### config.mk
export PLATFORM = sky130hd
export DESIGN_NAME = pipe_ctrl
export DESIGN_NICKNAME = d
export VERILOG_FILES = /design/src/rtl/pipe_ctrl.sv
export SDC_FILE = /design/constraint.sdc
export NUM_CORES = 1
export LEC_CHECK = 0
export ABC_AREA = 1
export BUFFER_PORTS_ARGS = -buffer_cell sky130_fd_sc_hd__buf_2
export CAP_MARGIN = 10
export CORE_MARGIN = 10
export CORE_UTILIZATION = 45
export CTS_CLUSTER_DIAMETER = 80
export DETAILED_ROUTE_END_ITERATION = 12
export PLACE_DENSITY = 0.83
export SLEW_MARGIN = 20
export SYNTH_ARGS = -nofsm -noshare
export SYNTH_HDL_FRONTEND = slang
export SYNTH_SLANG_ARGS = --single-unit
### constraint.sdc
create_clock -name clk -period 2.2 [get_ports clk]
set_input_delay 0.11 -clock clk [delete_from_list [all_inputs] [get_ports clk]]
set_output_delay 0.11 -clock clk [all_outputs]
set_load 0.05 [all_outputs]
### src/rtl/pipe_ctrl.sv
// pipe_ctrl: central pipeline controller.
//   Merges hold requests (CLINT, EX, fetch bus) into a per-stage stall vector,
//   sequences branch/jump redirects (zero-latency PC load plus a multi-cycle
//   IF/ID flush) and counts stalled cycles in a saturating counter.
// Ports:
//   clk, rst_n          clock, synchronous active-low reset
//   jump_req_i/addr_i   redirect request from EX and its target
//   stall_ex_i          EX busy with a multi-cycle op
//   stall_bus_i         fetch bus not ready
//   inst_valid_i        fetched instruction valid
//   hold_clint_i        CLINT holds the whole pipe
//   cnt_clr_i           clear stall counter
//   stall_o             {EX, ID, IF, PC} hold bits
//   flush_o             flush IF/ID register
//   jump_flag_o/addr_o  PC load strobe and value
//   stall_cnt_o         cycles with any stall bit set (saturating)
module pipe_ctrl #(
  parameter int FLUSH_CYCLES = 2,
  parameter int CNT_W        = 16
) (
  input  logic             clk,
  input  logic             rst_n,
  input  logic             jump_req_i,
  input  logic [31:0]      jump_addr_i,
  input  logic             stall_ex_i,
  input  logic             stall_bus_i,
  input  logic             inst_valid_i,
  input  logic             hold_clint_i,
  input  logic             cnt_clr_i,
  output logic [3:0]       stall_o,
  output logic             flush_o,
  output logic             jump_flag_o,
  output logic [31:0]      jump_addr_o,
  output logic [CNT_W-1:0] stall_cnt_o
);
  localparam int FC_W = $clog2(FLUSH_CYCLES + 1);

  typedef enum logic {RUN, FLUSH} state_e;

  state_e            state_q, state_d;
  logic [FC_W-1:0]   fcnt_q, fcnt_d;
  logic [CNT_W-1:0]  cnt_q, cnt_d;
  logic              acc, flush, fetch_stall;
  logic [3:0]        stall;

  // A redirect is only taken when the pipe is free to move; EX re-issues
  // any request dropped under a CLINT hold.
  assign acc = jump_req_i & ~hold_clint_i;

  always_comb begin
    state_d = state_q;
    fcnt_d  = fcnt_q;
    flush   = 1'b0;
    unique case (state_q)
      RUN: begin
        if (acc) begin
          flush = 1'b1;
          if (FLUSH_CYCLES > 1) begin
            state_d = FLUSH;
            fcnt_d  = FC_W'(FLUSH_CYCLES - 1);
          end
        end
      end
      FLUSH: begin
        if (acc) begin
          // Newer redirect wins: restart the flush window.
          flush  = 1'b1;
          fcnt_d = FC_W'(FLUSH_CYCLES - 1);
        end else if (!hold_clint_i) begin
          // Under a CLINT hold nothing moves, so the window is frozen.
          flush  = 1'b1;
          fcnt_d = fcnt_q - FC_W'(1);
          if (fcnt_q == FC_W'(1)) state_d = RUN;
        end
      end
      default: state_d = RUN;
    endcase
  end

  // Fetch stalls are irrelevant while flushing: the stale fetch is dropped.
  assign fetch_stall = (stall_bus_i | ~inst_valid_i) & (state_q != FLUSH);

  always_comb begin
    stall = 4'b0000;
    if (hold_clint_i)     stall = 4'b1111;
    else if (stall_ex_i)  stall = 4'b0111;
    else if (fetch_stall) stall = 4'b0011;
  end

  always_comb begin
    cnt_d = cnt_q;
    if (cnt_clr_i)                          cnt_d = '0;
    else if (stall != 4'b0000 && cnt_q != '1) cnt_d = cnt_q + CNT_W'(1);
  end

  always_ff @(posedge clk) begin
    if (!rst_n) begin
      state_q <= RUN;
      fcnt_q  <= '0;
      cnt_q   <= '0;
    end else begin
      state_q <= state_d;
      fcnt_q  <= fcnt_d;
      cnt_q   <= cnt_d;
    end
  end

  // All outputs are forced low while reset is asserted.
  assign stall_o     = rst_n ? stall : 4'b0000;
  assign flush_o     = rst_n & flush;
  assign jump_flag_o = rst_n & acc;
  assign jump_addr_o = (rst_n & acc) ? jump_addr_i : 32'h0;
  assign stall_cnt_o = rst_n ? cnt_q : '0;
endmodule

==> key figures, run 1 <==
Status
  • Status: finished clean

Timing
  • Fin Clk Skew: 7.86 ps
  • Final number of max-transition violations: 0
  • RSZ-0062 raised after global routing: false
  • Worst slew margin: 74.8%
  • Worst-margin pin slew: 378 ps
  • Setup tns final: 0 ps
  • Tcrit/Tclk final: 69.6%
  • Setup ws final: 670 ps
  • Fin crit period: 1530 ps
  • Final setup vio count: 0
  • Final hold vios: 0
  • Fmax: 0.653 GHz

Global routing
  • GR peak layer: met2
  • Global-route wire length before repair: 7860 um
  • Largest net degree at the start of global routing: 36
  • Vias in the first global route: 1854
  • Total Routing Usage GR: 15.1%
  • Met3 Use GR: 10.8%
  • Total gr overflow: 0
  • Met1 usage: 14.0%
  • Initial antenna violation count: 0
  • GR Util met2: 25.7%

Drt
  • Via count: 1847
  • Post-DR wirelength/cell: 11.3 um
  • DR pass1 iterations: 6
  • Iter 0 DRT Violations: 96
  • Vias per std cell: 4.43
  • DRC viols: 0
  • Final wirelength: 4730 um
  • Remaining antenna violation count: 0

Floorplanning
  • DIE AREA: 6110 um2
  • Die Y: 78.2 um
  • Rows: 21
  • DIE WIDTH: 78.2 um
  • Initial Util: 46.0%
  • Core Area: 3310 um2
  • Ports: 94

Clocking
  • Post-CTS Setup Repair Bufs: 0
  • Root buf cell: clkbuf_4
  • Max H-tree Level: 1
  • Worst-Skew Late Latency: 310 ps
  • # clock sinks: 19
  • CTS Buf Count: 3
  • CTS tree: built
  • Worst-path clk slew: 110 ps
  • Hold buffer count at cts: 0
  • CTS Buffer Depth: 2
  • Post-cts sizing count: 0

Worst setup path
  • Worst Path Required: 2420 ps
  • Setup CP Type: reg2reg
  • CP Capture Type: register
  • CP startpoint kind: register
  • Crit Path Max Fanout: 10
  • WP data arrival: 1750 ps

Logic synthesis
  • Mapped Nets: 322
  • Syn_area_per_cell: 5.44 um2
  • Register area share after synthesis: 25.0%
  • Post-Syn Instances: 280
  • Synth Cell Area: 1520 um2
  • Register bit total from synthesis: 19
  • Distinct cells, synth: 22
  • Yosys Warn Count: 0

Placement
  • Placer Congestion: 0.883
  • Post-DP HPWL: 3920 um
  • Buffers added on ports: 93
  • Dpl ws: 686 ps

Power and ir drop
  • Leakage power: 0.00135 uW
  • Tot Pwr: 785 uW
  • Max VDD drop: 0.000175 V
  • PwrDens: 384 nW/um2

Run
  • Total of max-cap violations: 0

Cells and area
  • Area Growth Syn to Fin: 34.1%
  • Fin util: 61.7%
  • Commonest non-fill, non-tap cell in the layout: buf_2
  • Fin nets: 414
  • Number of inserted diodes: 0
  • Share of cells above drive strength 1: 29.6%
  • Most frequent cells in the layout: 93 x buf_2, 74 x nor2_1, 67 x inv_1

Hold path
  • HP Class: in2reg
final timing paths:
kind / startpoint / to / slack (ps) / cells past startpoint
setup / recovery: cnt_q[0] / cnt_q[14] / 670 / 8
hold / removal: jump_req_i / fcnt_q[1] / 70 / 4
setup reg to reg: cnt_q[0] / cnt_q[14] / 670 / 8
hold reg to reg: fcnt_q[1] / fcnt_q[1] / 470 / 2
cell families after synthesis:
family	count (synthesis)	synth area share, %
xor+xnor	7	4.02
simple gates	161	44.5
compound gates	16	5.42
fa+ha+maj	2	1.64
buf+inv	75	19.5
flops	19	25.0
cell usage after synthesis:
| cell | n | area (um2) |
|---|---|---|
| buf_6 | 1 | 11.3 |
| nand4_1 | 2 | 12.5 |
| nand2_1 | 60 | 225 |
| o211ai_1 | 1 | 7.51 |
| nand3b_1 | 1 | 7.51 |
| inv_1 | 67 | 251 |
| buf_1 | 1 | 3.75 |
| nor2_1 | 74 | 278 |
| nand2_2 | 7 | 43.8 |
| nor3_1 | 1 | 5.00 |
| a21oi_1 | 7 | 35.0 |
| buf_4 | 2 | 15.0 |
| clkbuf_1 | 4 | 15.0 |
| ha_1 | 2 | 25.0 |
| nor2_2 | 1 | 6.26 |
| xnor2_1 | 2 | 17.5 |
| o21ai_1 | 2 | 10.0 |
| o21ai_0 | 6 | 30.0 |
| nor2_4 | 4 | 45.0 |
| xor2_1 | 5 | 43.8 |
| dfxtp_1 | 19 | 380 |
| nand3_1 | 11 | 55.1 |
through the flow:
step	hold slack, ps	instances	instance area (um2)
floorplan	262	280	1520
global placement	410	413	2020
detailed placement	412	413	2020
CTS	79.7	417	2040
global route	99.7	417	2040
finish	72.6	417	2040
flip-flops by register name, indices dropped and copies added (netlist names):
name	count
cnt_q	16
fcnt_q	2
state_q	1
critical path, cell delays in order (launching register included):
cell     delay (ps)
dfxtp_1         410
ha_1            230
nand2_2          80
nor2_2          150
nand4_1         180
nand2_2         210
nand2_1          70
nand2_1          70
nor2_1           30
power breakdown:
part	internal, uW	switching, uW
clock network	71.0	115
logic	69.2	166
registers	353	9.78
total	494	291
area by class of cell:
type                       instances  area (um2)
fill                             328        1270
multi-input combinational        186         847
timing repair buffer              95         480
sequential                        19         380
inverter                          67         251
tap                               46        57.6
clock buffer                       4        26.3
routing by layer:
layer,up-vias,part of all wire (%)
met4,0,1.6
li1,991,-
met2,85,45
met5,-,0
met3,7,16
met1,764,37
Note: power is estimated with default switching activity, not from simulation.
==> inputs of run 2 (changes only) <==
ABC_AREA = 0   (was 1)
CORE_UTILIZATION = 37   (was 45)
PLACE_DENSITY = 0.76   (was 0.83)
clock period = 1.4 ns   (was 2.2 ns; I/O delays follow)
==> run 2 against run 1 <==
Effect of this change: the run now ends with negative setup slack left; global-route usage is 0.11 points lower; flip-flop and latch count is the same; critical path depth decreased by 3; register-to-register slack worse by 810 ps; synthesized area is 9.7% lower; fmax shrank 0.36%; worst hold slack gained 43 ps; final cell count shrank 16%; clock power increased by 110%; synthesized cell count down 37%; critical endpoint is now cnt_q[15]; power increased by 65%; utilization is 6.0 points higher.
==> key figures, run 2 <==
Logic synthesis
  • Area share of the largest cell type after synthesis: 27.6% (+2.7 points)
  • Post-synth EDFFs: 0 (unchanged)
  • Synth cell count leaders: 49 x and2_1, 20 x nor2_1, 19 x dfxtp_1
  • Yosys Warn Count: 0 (unchanged)
  • Post-Syn Instances: 176 (-37%)
  • Mapped Nets: 218 (-32%)
  • FFs w/ async S/R, synth: 0% (unchanged)
  • Most numerous cell in the Yosys netlist: and2_1
  • Yosys top cell by area: dfxtp_1
  • Synth top area cells: dfxtp_1 28%, and2_1 22%, xnor2_1 5.7%, nor2_1 5.5%, nand4_2 2.7%
  • Register bit total from synthesis: 19 (unchanged)
  • Distinct cells, synth: 38 (+73%)
  • Syn_area_per_cell: 7.82 um2 (+44%)
  • Synth Cell Area: 1380 um2 (-9.7%)
  • Most frequently used flop master after synthesis: dfxtp_1
  • Register area share after synthesis: 27.6% (+2.7 points)

Floorplanning
  • Ports: 94 (unchanged)
  • Die Y: 81.0 um (+3.6%)
  • Initial Util: 37.9% (-8.2 points)
  • DIE AREA: 6560 um2 (+7.3%)
  • Core Area: 3630 um2 (+9.8%)
  • DIE WIDTH: 81.0 um (+3.6%)
  • Rows: 22 (+4.8%)

Worst setup path
  • Reg-to-reg slack, setup: -140 ps (-810 ps)
  • Setup CP Type: reg2reg
  • Worst Path Required: 1560 ps (-860 ps)
  • CP Capture Type: register
  • Crit Path Max Fanout: 4 (-6)
  • Reg-to-Reg Start: cnt_q[6]
  • CP startpoint kind: register
  • CP startpoint: cnt_q[6]
  • WP data arrival: 1690 ps (-60 ps)

Timing
  • Setup ws final: -136 ps (-806 ps)
  • Worst slew margin: 76.9% (+2.0 points)
  • RSZ-0062 raised after global routing: true
  • Setup tns final: -780 ps (-780 ps)
  • Fmax: 0.651 GHz (-0.36%)
  • Worst-margin pin slew: 347 ps (-30.7 ps)
  • Fin crit period: 1540 ps (+5.51 ps)
  • Tcrit/Tclk final: 110% (+40 points)
  • Final number of max-transition violations: 0 (unchanged)
  • Final hold vios: 0 (unchanged)
  • Fin Clk Skew: 7.73 ps (-0.131 ps)
  • Final setup vio count: 11 (+11)

Global routing
  • Vias in the first global route: 1626 (-12%)
  • Total Routing Usage GR: 15.0% (-0.11 points)
  • Total gr overflow: 0 (unchanged)
  • Initial antenna violation count: 0 (unchanged)
  • Largest net degree at the start of global routing: 34 (-5.6%)
  • Global-route wire length before repair: 8090 um (+2.9%)

Cells and area
  • Multi-input logic area: 1100 um2 (+30%)
  • Final instance area: 2460 um2 (+20%)
  • Most frequent cells in the layout: 91 x buf_2, 48 x and2_1, 36 x buf_4
  • Commonest non-fill, non-tap cell in the layout: buf_2
  • Largest Register: cnt_q
  • Number of inserted diodes: 0 (unchanged)
  • Top Registers: cnt_q: 16 flops, fcnt_q: 2 flops, state_q: 1 flops
  • # fillers: 292 (-11%)
  • Share of cells above drive strength 1: 59.9% (+30 points)
  • Sequential Area: 414 um2 (+8.9%)
  • Fin nets: 347 (-16%)
  • Area Growth Syn to Fin: 78.7%
  • Number of flip-flops in the largest register: 16 (unchanged)

Run
  • Total of max-cap violations: 0 (unchanged)

Drt
  • DRC viols: 0 (unchanged)
  • Via count: 1702 (-7.9%)
  • DR pass1 iterations: 4 (-2)
  • Final wirelength: 5440 um (+15%)
  • Vias per std cell: 4.84 (+9.2%)
  • Iter 0 DRT Violations: 49 (-49%)
  • Remaining antenna violation count: 0 (unchanged)
  • Post-DR wirelength/cell: 15.5 um (+36%)

Clocking
  • Worst-Skew Late Latency: 260 ps (-50 ps)
  • CTS tree: built
  • Hold buffer count at cts: 0 (unchanged)
  • CTS Buffer Depth: 2 (unchanged)
  • Root buf cell: clkbuf_8
  • CTS Buf Count: 3 (unchanged)
  • # clock sinks: 19 (unchanged)
  • Max H-tree Level: 1 (unchanged)
  • Worst-path clk slew: 80 ps (-30 ps)

Status
  • Status: finished, violations left
  • Failing checks: negative setup slack

Power and ir drop
  • Combinational group share of total power: 27.6% (-2.3 points)
  • Clock share of power: 30.2% (+6.4 points)
  • Internal Pwr Total: 868 uW (+76%)
  • Leakage power: 0.00121 uW (-9.8%)
  • Switching Fraction: 32.9% (-4.2 points)
  • Switching pwr: 425 uW (+46%)
  • Seq pwr share: 42.2% (-4.1 points)
  • PwrDens: 526 nW/um2 (+37%)
  • Max VDD drop: 0.000284 V (+63%)

Placement
  • Post-DP HPWL: 4210 um (+7.4%)
  • Placer Congestion: 0.897 (+1.6%)
  • Buffers added on ports: 93 (unchanged)
  • Area post-placement: 2210 um2 (+9.6%)

Hold path
  • HP Class: in2reg
  • Hold Crit Start: jump_req_i
[run 2: cell count changes in the layout (fill, tap and decap cells not counted), sizes merged, moves of 6 or more]
cell | previous run | this run
inv | 67 | 3
nand2 | 67 | 8
nor2 | 79 | 21
and2 | 0 | 50
buf | 95 | 134
xnor2 | 2 | 9
a21oi | 7 | 1
nor3 | 1 | 7
[run 2: timing repair]
| item | in CTS | in global routing |
|---|---|---|
| buffers inserted | 2 | 4 |
| pin swaps | 4 | 10 |
| setup endpoints to repair | 15 | 18 |
| resized for setup | 18 | 19 |
[run 2: path summary, 6_finish.rpt]
| check | to | depth (start not counted) |
|---|---|---|
| worst max-delay path | cnt_q[15] | 5 |
| worst min-delay path | state_q | 3 |
| worst max register to register | cnt_q[15] | 5 |
| worst min register to register | fcnt_q[1] | 2 |
[run 2: worst max-delay path: stages, from the launching register on]
cell     delay, ps
dfxtp_2        380
nand4_4        150
or4_4          580
nand4_1        130
xor2_1         150
nor2_1          50
[run 2: logic make-up after synthesis]
| group | Yosys count | synth area share (%) |
|---|---|---|
| adder cells (fa/ha/maj) | 2 | 1.82 |
| XOR/XNOR | 13 | 8.27 |
| AO/OA/AOI/OAI | 13 | 6.09 |
| multiplexers | 1 | 0.727 |
| flip-flops | 19 | 27.6 |
| AND/OR/NAND/NOR | 115 | 50.8 |
| buffers and inverters | 13 | 4.64 |
[run 2: cell type report]
type	instances	area share [%]
Timing Repair Buffer	134	33.7
Inverter	3	0.458
Clock buffer	3	1.68
Clock inverter	1	0.203
Tap cell	48	2.44
Sequential cell	19	16.8
Multi-Input combinational cell	144	44.7
[run 2: power by group through the flow]
| stage | logic [uW] | clock network [uW] | registers [uW] |
|---|---|---|---|
| after CTS | 352 | 398 | 547 |
| after global placement | 335 | 0 | 563 |
| final | 357 | 390 | 545 |
| after detailed placement | 340 | 0 | 564 |
| after floorplan | 216 | 0 | 564 |
| after global routing | 383 | 414 | 546 |
[run 2: metrics by stage]
stage | util [%] | hold slack, ps | power, uW | std cells | worst slack [ps]
floorplan | - | 224 | 780 | 176 | -69.0
global placement | 60.8 | 380 | 897 | 342 | -85.8
detailed placement | 60.8 | 397 | 904 | 342 | -134
CTS | 64.6 | 125 | 1300 | 348 | -94.2
global route | 67.7 | 130 | 1340 | 352 | -189
finish | 67.7 | 115 | 1290 | 352 | -136
[run 2: per-layer routing]
layer  global-route usage, %  up-vias  part of all wire, %
li1                        -      844                    -
met1                    15.8      786                   39
met2                    29.1       63                   52
met3                    3.53        9                  8.1
met4                    3.46        0                  1.3
met5                       0        -                    0
==> inputs of run 3 (changes only) <==
CORE_ASPECT_RATIO = 2   (was unset)
SKIP_CTS_REPAIR_TIMING = 1   (was unset)
==> run 3 against run 2 <==
Effect of this change: the run still ends with negative setup slack left; power rose by 0.62%; global-route usage fell by 0.13 points; wire length fell by 0.57%; clock skew fell by 1.7 ps; non-clock buffer count rose by 1; sequential share of layout area rose by 0.088 points; worst hold slack improved by 2.0 ps; utilization fell by 0.27 points; first-iteration DRC count rose by 22%; final cell count rose by 0.57%; critical endpoint is now cnt_q[7].
==> key figures, run 3 (synthesis results as in run 2) <==
Timing
  • Setup ws final: -130 ps (+5.79 ps)
  • Worst slew margin: 68.9% (-8.0 points)
  • Tcrit/Tclk final: 109% (-0.41 points)
  • Final number of max-transition violations: 0 (unchanged)
  • Final hold vios: 0 (unchanged)
  • Fin crit period: 1530 ps (-5.79 ps)
  • Setup tns final: -800 ps (-19.9 ps)
  • Worst-margin pin slew: 463 ps (+116 ps)
  • RSZ-0062 raised after global routing: true
  • Fmax: 0.654 GHz (+0.38%)
  • Final setup vio count: 9 (-2)
  • Fin Clk Skew: 6.07 ps (-1.66 ps)

Worst setup path
  • Reg2Reg Depth: 5 (unchanged)
  • R2R Path End: cnt_q[7]
  • Reg-to-Reg Start: cnt_q[14]
  • CP startpoint kind: register
  • CP peak stage delay: 590 ps (about the same)
  • Worst Path Required: 1560 ps (about the same)
  • Worst-path cell chain: nand4_4, or4_4, nand3_1, xor2_1, nor2_1
  • WP data arrival: 1690 ps (about the same)
  • Reg-to-reg slack, setup: -130 ps (about the same)
  • Setup CP Type: reg2reg
  • Crit Path Max Fanout: 4 (unchanged)
  • Worst path slowest cell: or4_4
  • CP Capture Type: register

Drt
  • Vias per std cell: 4.83 (about the same)
  • Final wirelength: 5410 um (-0.57%)
  • DR pass1 iterations: 4 (unchanged)
  • Post-DR wirelength/cell: 15.3 um (-1.1%)
  • Remaining antenna violation count: 0 (unchanged)
  • Via count: 1710 (+0.47%)
  • DRC viols: 0 (unchanged)
  • Iter 0 DRT Violations: 60 (+22%)

Global routing
  • Vias in the first global route: 1701 (+4.6%)
  • Initial antenna violation count: 0 (unchanged)
  • Largest net degree at the start of global routing: 34 (unchanged)
  • Total Routing Usage GR: 14.9% (-0.13 points)
  • Total gr overflow: 0 (unchanged)
  • Global-route wire length before repair: 8130 um (+0.52%)

Placement
  • Placer Congestion: 0.881 (-1.7%)
  • Post-DP HPWL: 4330 um (+2.9%)
  • Buffers added on ports: 93 (unchanged)

Cells and area
  • Largest Register: cnt_q
  • Fin util: 67.4% (-0.27 points)
  • Share of cells above drive strength 1: 58.4% (-1.5 points)
  • Number of inserted diodes: 0 (unchanged)
  • Commonest non-fill, non-tap cell in the layout: buf_2
  • Area Growth Syn to Fin: 76.7%
  • Number of flip-flops in the largest register: 16 (unchanged)
  • Most frequent cells in the layout: 91 x buf_2, 48 x and2_1, 40 x buf_4
  • Fin nets: 348 (+0.29%)
  • # fillers: 325 (+11%)
  • Top Registers: cnt_q: 16 flops, fcnt_q: 2 flops, state_q: 1 flops

Hold path
  • Hold Path End: state_q
  • Hold Crit Start: jump_req_i
  • HP Class: in2reg
  • WHS Path Cells: 3 (unchanged)

Floorplanning
  • Initial Util: 38.2% (+0.28 points)
  • Die Y: 106 um (+31%)
  • DIE WIDTH: 63.1 um (-22%)
  • DIE AREA: 6710 um2 (+2.3%)
  • Ports: 94 (unchanged)
  • Rows: 31 (+41%)
  • Core Area: 3610 um2 (-0.72%)

Power and ir drop
  • Switching pwr: 431 uW (+1.4%)
  • Max VDD drop: 0.000705 V (+150%)
  • Switching Fraction: 33.1% (+0.27 points)
  • Leakage power: 0.00121 uW (-0.11%)
  • Seq pwr share: 42.1% (about the same)
  • Internal Pwr Total: 870 uW (+0.23%)
  • PwrDens: 535 nW/um2 (+1.8%)
  • Clock share of power: 31.1% (+0.9 points)
  • Combinational group share of total power: 26.8% (-0.8 points)

Clocking
  • Root buf cell: clkbuf_8
  • # clock sinks: 19 (unchanged)
  • Max H-tree Level: 1 (unchanged)
  • Worst-path clk slew: 80 ps (about the same)
  • CTS tree: built
  • CTS Buf Count: 3 (unchanged)
  • CTS Buffer Depth: 2 (unchanged)
  • Worst-Skew Late Latency: 270 ps (about the same)

Run
  • Total of max-cap violations: 0 (unchanged)

Status
  • Failing checks: negative setup slack
  • Status: finished, violations left
==> run 3: worst max-delay path by stage <==
stage,from,to,cells after the start
2_1_floorplan,cnt_q[1],cnt_q[15],6
3_3_place_gp,cnt_q[10],cnt_q[14],6
3_5_place_dp,cnt_q[10],cnt_q[14],6
4_1_cts,cnt_q[1],cnt_q[14],7
5_1_grt,cnt_q[1],cnt_q[14],7
6_report,cnt_q[14],cnt_q[7],5
==> run 3: power groups by stage <==
stage | registers [uW] | logic [uW] | clock network [uW]
after floorplan | 564 | 216 | 0
after global placement | 563 | 334 | 0
after detailed placement | 564 | 338 | 0
after CTS | 551 | 339 | 408
after global routing | 549 | 374 | 426
final | 548 | 349 | 404
==> run 3: final cells by class <==
type / count / area [um2] / area share [%]
Inverter: 3 / 11.3 / 0.463
Timing Repair Buffer: 135 / 810 / 33.3
Sequential cell: 19 / 412 / 16.9
Multi-Input combinational cell: 144 / 1090 / 45.0
Tap cell: 49 / 61.3 / 2.52
Clock buffer: 4 / 45.0 / 1.85
==> run 3: critical path, delay by kind of cell (launching register included) <==
family / cells / cell delay [ps]
and+or+nand+nor: 4 / 910
DFF: 1 / 360
xor gates and xnor gates: 1 / 160
==> run 3: metal layers <==
metal	vias up	global-route usage, %	part of all wire, %
met5	-	0	0
met4	0	5.31	1.9
met3	7	5.26	9.4
met2	83	29.2	53
met1	773	13.2	35
li1	847	-	-
==> run 3: per-stage QoR <==
stage | cell area, um2 | total power (uW) | cells | setup WS [ps] | hold WS, ps
after global routing | 2430 | 1350 | 354 | -214 | 133
after CTS | 2290 | 1300 | 353 | -188 | 124
after floorplan | 1450 | 780 | 176 | -69.0 | 224
after global placement | 2240 | 898 | 349 | -171 | 398
after detailed placement | 2240 | 902 | 349 | -173 | 404
final | 2430 | 1300 | 354 | -130 | 117
